<file path="config.mk">
export PLATFORM = sky130hd
export DESIGN_NAME = axil_read_master
export DESIGN_NICKNAME = d
export VERILOG_FILES = /design/src/rtl/axil_pkg.sv /design/src/rtl/axil_read_master.sv
export SDC_FILE = /design/constraint.sdc
export NUM_CORES = 1
export LEC_CHECK = 0
export ABC_AREA = 1
export BUFFER_PORTS_ARGS = -buffer_cell sky130_fd_sc_hd__buf_2
export CAP_MARGIN = 20
export CORE_MARGIN = 4
export CORE_UTILIZATION = 41
export DETAILED_ROUTE_END_ITERATION = 6
export GPL_TIMING_DRIVEN = 0
export PLACE_DENSITY = 0.76
export SLEW_MARGIN = 20
export SYNTH_ARGS = -nofsm -noshare
export SYNTH_HDL_FRONTEND = slang
export SYNTH_SLANG_ARGS = --single-unit
</file>
<file path="constraint.sdc">
create_clock -name clk -period 2.09 [get_ports clk]
set_input_delay 0.418 -clock clk [delete_from_list [all_inputs] [get_ports clk]]
set_output_delay 0.418 -clock clk [all_outputs]
set_load 0.03 [all_outputs]
</file>
<file path="src/rtl/axil_pkg.sv">
// Shared AXI4-lite response codes and the read-master state encoding.
package axil_pkg;

    localparam logic [1:0] RESP_OKAY   = 2'b00;
    localparam logic [1:0] RESP_EXOKAY = 2'b01;
    localparam logic [1:0] RESP_SLVERR = 2'b10;
    localparam logic [1:0] RESP_DECERR = 2'b11;

    typedef enum logic [2:0] {
        IDLE,
        AR,
        R,
        RSP,
        DRAIN
    } rm_state_t;

endpackage

</file>
<file path="src/rtl/axil_read_master.sv">
// AXI4-lite read initiator: one valid/ready request becomes one AR/R transaction.
// Optional R-channel timeout with post-timeout beat drain: define AXIL_RM_TIMEOUT_EN.
module axil_read_master
    import axil_pkg::*;
#(
    parameter int ADDR_W         = 32,
    parameter int DATA_W         = 32,
    parameter int TIMEOUT_CYCLES = 256
) (
    input  logic              clk,
    input  logic              rst,
    input  logic              req_valid,
    output logic              req_ready,
    input  logic [ADDR_W-1:0] req_addr,
    output logic              rsp_valid,
    input  logic              rsp_ready,
    output logic [DATA_W-1:0] rsp_data,
    output logic [1:0]        rsp_resp,
    output logic              rsp_err,
    output logic              rsp_timeout,
    output logic [ADDR_W-1:0] m_ar_addr,
    output logic              m_ar_valid,
    input  logic              m_ar_ready,
    input  logic [DATA_W-1:0] m_r_data,
    input  logic [1:0]        m_r_resp,
    input  logic              m_r_valid,
    output logic              m_r_ready
);

    rm_state_t state_q, state_d;
    logic      req_hs, ar_hs, rsp_hs, r_beat, tmo_hit, drain_q;

    assign req_ready = (state_q == IDLE);
    assign m_r_ready = (state_q == R) || (state_q == DRAIN);
    assign req_hs    = req_valid && req_ready;
    assign ar_hs     = m_ar_valid && m_ar_ready;
    assign rsp_hs    = rsp_valid && rsp_ready;
    assign r_beat    = (state_q == R) && m_r_valid;

`ifdef AXIL_RM_TIMEOUT_EN
    localparam int               TMO_W     = $clog2(TIMEOUT_CYCLES + 1);
    localparam logic [TMO_W-1:0] TMO_LIMIT = TMO_W'(TIMEOUT_CYCLES);

    logic [TMO_W-1:0] tmo_cnt;

    // A beat arriving in the limit cycle is real data, so it suppresses the timeout.
    assign tmo_hit = (state_q == R) && !m_r_valid && (tmo_cnt == TMO_LIMIT);

    always_ff @(posedge clk or posedge rst) begin
        if (rst) begin
            tmo_cnt     <= '0;
            drain_q     <= 1'b0;
            rsp_timeout <= 1'b0;
        end else begin
            if (state_q == AR && ar_hs)
                tmo_cnt <= '0;
            else if (state_q == R && !m_r_valid && !tmo_hit)
                tmo_cnt <= tmo_cnt + TMO_W'(1);

            if (tmo_hit) begin
                drain_q     <= 1'b1;
                rsp_timeout <= 1'b1;
            end else if (r_beat) begin
                rsp_timeout <= 1'b0;
            end

            if (state_q == DRAIN && m_r_valid)
                drain_q <= 1'b0;
        end
    end
`else
    logic unused_cfg;

    assign tmo_hit     = 1'b0;
    assign drain_q     = 1'b0;
    assign rsp_timeout = 1'b0;
    assign unused_cfg  = ^TIMEOUT_CYCLES;
`endif

    // NOTE: non-blocking assignments in clocked blocks so every flop samples pre-edge values.
    always_ff @(posedge clk or posedge rst) begin
        if (rst) state_q <= IDLE;
        else     state_q <= state_d;
    end

    // NOTE: state_d gets a default before the case so no path infers a latch.
    always_comb begin
        state_d = state_q;
        case (state_q)
            IDLE:    if (req_hs)             state_d = AR;
            AR:      if (ar_hs)              state_d = R;
            R:       if (r_beat || tmo_hit)  state_d = RSP;
            RSP:     if (rsp_hs)             state_d = drain_q ? DRAIN : IDLE;
            DRAIN:   if (m_r_valid)          state_d = IDLE;
            default:                         state_d = IDLE;
        endcase
    end

    always_ff @(posedge clk or posedge rst) begin
        if (rst) begin
            m_ar_valid <= 1'b0;
            m_ar_addr  <= '0;
            rsp_valid  <= 1'b0;
            rsp_data   <= '0;
            rsp_resp   <= RESP_OKAY;
            rsp_err    <= 1'b0;
        end else begin
            if (state_q == IDLE && req_hs) begin
                m_ar_addr  <= req_addr;
                m_ar_valid <= 1'b1;
            end
            if (state_q == AR && ar_hs)
                m_ar_valid <= 1'b0;

            if (r_beat) begin
                rsp_valid <= 1'b1;
                rsp_data  <= m_r_data;
                rsp_resp  <= m_r_resp;
                rsp_err   <= m_r_resp[1];
            end else if (tmo_hit) begin
                rsp_valid <= 1'b1;
                rsp_data  <= '0;
                rsp_resp  <= RESP_SLVERR;
                rsp_err   <= 1'b1;
            end

            if (state_q == RSP && rsp_hs)
                rsp_valid <= 1'b0;
        end
    end

endmodule

</file>
== Word level (Yosys, flattened, before mapping) ==
Index checks and enable logic that the tools add are counted.

* Input port bits: 72
* Logic and storage cells: 38
* Register bits: 72
* Output and inout port bits: 72

* Reduce and logical (&&, ||, !) cells: 12
* Multiplexer cells: 10
* Equal/unequal tests: 9

{| class="wikitable"
|+ Operator list
! kind !! count
|-
| $mux 3 || 5
|-
| $pmux 3 s5 || 1
|-
| $ne 2x2->1 const B || 4
|-
| $logic_and 1x1->1 || 7
|-
| $eq 3x2->1 const B || 2
|-
| $reduce_and 5->1 || 1
|-
| $mux 1 || 4
|-
| $reduce_bool 2->1 || 2
|-
| $eq 3x1->1 const B || 1
|-
| $eq 3x3->1 const B || 1
|-
| $logic_not 3->1 || 1
|-
| $ne 2x1->1 const B || 1
|-
| $logic_or 1x1->1 || 1
|}

== Logic depth before layout (Yosys ltp) ==
* Word-level depth: 5
* Mapped depth: 7
* Gate-level depth less buffers: 7

== Worst setup path after synthesis ==
Ideal clock, no wire load.

* Path type: register to register
* Start point: reg state_q[0]
* End point: reg rsp_data[0]
* Data required time: 1,973 ps
* Setup time: 117 ps
* Cell stages (with the launch flop): 7
* Clock period less this slack: 1,442 ps
* Buffers on the path: 1
* Setup slack: 648 ps
* Arrival: 1,325 ps
* Cell sequence: dfrtp_1 -> inv_1 -> ha_1 -> nand2_4 -> buf_2 -> nand2_1 -> nand2_1

* Longest elaborated chain between the ends: 2

{| class="wikitable"
|+ Ends and longest elaborated chain
! element !! line !! source
|-
| start: declaration || axil_read_master.sv:30 || <nowiki>rm_state_t state_q, state_d;</nowiki>
|-
| start signal: assignment || axil_read_master.sv:83 || <nowiki>else state_q <= state_d;</nowiki>
|-
| $eq 3x2->1 || axil_read_master.sv:38 || <nowiki>assign r_beat = (state_q == R) && m_r_valid;</nowiki>
|-
| $logic_and 1x1->1 || axil_read_master.sv:38 ||
|-
| end signal: assignment || axil_read_master.sv:117 || <nowiki>rsp_data <= m_r_data;</nowiki>
|-
| end: declaration || axil_read_master.sv:17 || <nowiki>output logic [DATA_W-1:0] rsp_data,</nowiki>
|}

Every way passes these cells.
A chain may end at the register's enable or synchronous reset.

== Worst setup path in the final report ==
* Start point: reg state_q[0]
* End point: out m_r_ready

* Longest elaborated chain between the ends: 2
* Elaborated cells between the ends (all ways): 3
* Classes of those cells: eq/ne: 2; reduce/logical: 1

{| class="wikitable"
|+ Ends and longest elaborated chain
! element !! line !! source
|-
| $eq 3x2->1 or $eq 3x3->1 (tied branches) || axil_read_master.sv:34 || <nowiki>assign m_r_ready = (state_q == R) || (state_q == DRAIN);</nowiki>
|-
| $logic_or 1x1->1 * || axil_read_master.sv:34 ||
|-
| end: declaration || axil_read_master.sv:27 || <nowiki>output logic m_r_ready</nowiki>
|}

Every way passes the cells marked *; elsewhere a longest branch is shown, timed or not.

==> run summary <==
Core Footprint -> 6760 µm²
Comb pwr share -> 47.5%
vias per cell -> 4.48
Final Hold Viols -> 0
area of the multi-input gates -> 938 µm²
gr ovfl total -> 0
HPWL after detailed placement -> 5.08 mm
Worst Skew -> 0.00832 ns
clock sink count -> 70
Distinct cells, synth -> 16
Fmax -> 558 MHz
WS Path Type -> reg -> out
final setup vio count -> 0
post-layout util -> 58.6%
CTS resizes -> 0
Starting Density -> 42.2%
largest net degree at the start of global routing -> 36
Vias -> 2516
Sw Ratio -> 45.3%
Area Overhead vs Synth -> 39.0%
DR pass1 iterations -> 4
Antenna Cells -> 0
fin crit period -> 1.79 ns
clk root buf -> clkbuf_8
Max VDD drop -> 0.000943 V
Cell Rows -> 30
gr usage total -> 16.3%
TNS Setup -> 0 ns
drt wl/cell -> 11.9 µm
period utilization -> 85.8%
drt initial violations -> 110
I/O Buffers -> 142
Yosys Warn Count -> 0
sequential share of power -> 33.5%
crit start category -> flop
Die Span Y -> 91.4 µm
cts bufs inserted -> 9
hold_ws -> 0.275 ns
initial antenna violation count -> 0
Min-Delay Path Class -> in -> reg
vias in the first global route -> 2421
Worst EP arrival -> 1.37 ns
Power Density -> 1760 nW/µm²
synthesized area -> 2850 µm²
layout cells sized above 1 -> 39.1%
die area -> 8350 µm²
Hold-fix buffers, CTS -> 1
Critical Path RT -> 1.67 ns
total power -> 6.95 mW
Pint -> 3.80 mW
syn avg cell area -> 8.91 µm²
nets -> 553
run status -> completed
P_sw -> 3.15 mW
first-pass GRT wire length -> 11.0 mm
register area -> 1750 µm²
postcts setup bufs -> 0
clock power share -> 19.0%
RSZ-0062 raised after global routing -> false
static leakage -> 2.38 nW
Longest Clk Path Bufs -> 2
H-Tree Depth -> 3
sequential share of the synthesized area -> 61.5%
post-route ant nets -> 0
crit end category -> primary output
cell count after synthesis -> 320
# IOs -> 144
Routability Congestion -> 0.799
WL final -> 6.67 mm
Seq cells post-synth -> 70
DRC viols -> 0
clock latency on the worst-skew pair -> 0.33 ns
clk slew on worst S/H paths -> 0.08 ns
die width -> 91.4 µm
CP Max Fanout -> 5
Max Cap Viol -> 0
syn_nets -> 397
Slew Viols, Final -> 0
fillers -> 606
CTS tree -> yes
## stage by stage
step	cells	cell area, µm²	worst slack [ns]
2_1_floorplan	320	2850	0.648
3_3_place_gp	542	3660	0.398
3_5_place_dp	544	3700	0.641
4_1_cts	561	3960	0.270
5_1_grt	561	3960	0.202
6_report	561	3960	0.297
## per-layer routing
layer / wire length [µm] / up-vias / GRT usage [%]
met5: 0 / - / 0
li1: - / 1263 / -
met2: 3340 / 78 / 28.0
met1: 2840 / 1167 / 19.8
met4: 91 / 0 / 6.78
met3: 401 / 8 / 3.31
## synth_stat cells
master / n / area, µm²
inv_1: 7 / 26.3
inv_2: 1 / 3.75
buf_2: 6 / 30.0
buf_12: 1 / 20.0
nand3_1: 2 / 10.0
conb_1: 1 / 3.75
ha_1: 5 / 62.6
dfrtp_1: 70 / 1750
nand2_4: 1 / 11.3
inv_6: 1 / 8.76
buf_4: 2 / 15.0
buf_6: 5 / 56.3
nand2_2: 11 / 68.8
nand2_1: 200 / 751
nor2_1: 3 / 11.3
o21ai_0: 4 / 20.0
## power by group through the flow
stage          combinational [mW]  sequential, mW  clock (mW)
2_1_floorplan                1.12            3.55           0
3_3_place_gp                 3.28            2.33           0
3_5_place_dp                 3.35            2.35           0
4_1_cts                      3.36            2.33        1.36
5_1_grt                      3.59            2.41        1.43
6_report                     3.31            2.33        1.32
## state kept, by name, summed over array words and instances, names as in the netlist
| register | flops |
|---|---|
| rsp_resp | 2 |
| rsp_data | 32 |
| m_ar_valid | 1 |
| state_q | 2 |
| m_ar_addr | 32 |
| rsp_valid | 1 |
## worst max-delay path, stage by stage (launching register included)
cell	delay [ns]
dfrtp_1	0.44
inv_1	0.10
ha_1	0.26
buf_2	0.25
## layout make-up
| type | count | share of cell area (%) |
|---|---|---|
| timing repair buffer | 145 | 19.2 |
| buffer | 14 | 3.06 |
| clock inverter | 5 | 2.68 |
| multi-input combinational | 227 | 23.7 |
| tap | 80 | 2.53 |
| inverter | 9 | 1.07 |
| sequential | 70 | 44.2 |
| clock buffer | 11 | 3.57 |
## cells in the final DEF, fill, tap and decap left out, types with 4 or more instances in the layout
master	synthesis	layout
o21ai_0	4	4
nand2_2	11	11
dfrtp_1	70	70
clkbuf_8	0	10
buf_6	5	5
inv_1	7	6
ha_1	5	5
nand2_1	200	200
buf_2	6	148
## path summary, 6_finish.rpt
check | startpoint | end | slack, ns | cells after the start
hold reg to reg | m_ar_addr[1] | m_ar_addr[1] | 0.48 | 2
setup reg to reg | state_q[0] | rsp_data[22] | 0.70 | 6
max in group asynchronous | rst | m_ar_addr[23] | 1.15 | 4
setup / recovery | state_q[0] | m_r_ready | 0.30 | 3
min in group asynchronous | rst | rsp_data[25] | 0.54 | 3
hold / removal | req_addr[14] | m_ar_addr[14] | 0.27 | 3
## cell families (layout without fill, tap and decap cells)
kind of cell	count (synthesis)	count (layout)	share of synthesized area (%)
compound gates	4	4	0.702
fa+ha+maj	5	5	2.19
buf+inv	23	184	5.62
flops	70	70	61.5
other cells	1	1	0.132
simple gates	217	217	29.9
(Power assumes the default switching activity.)
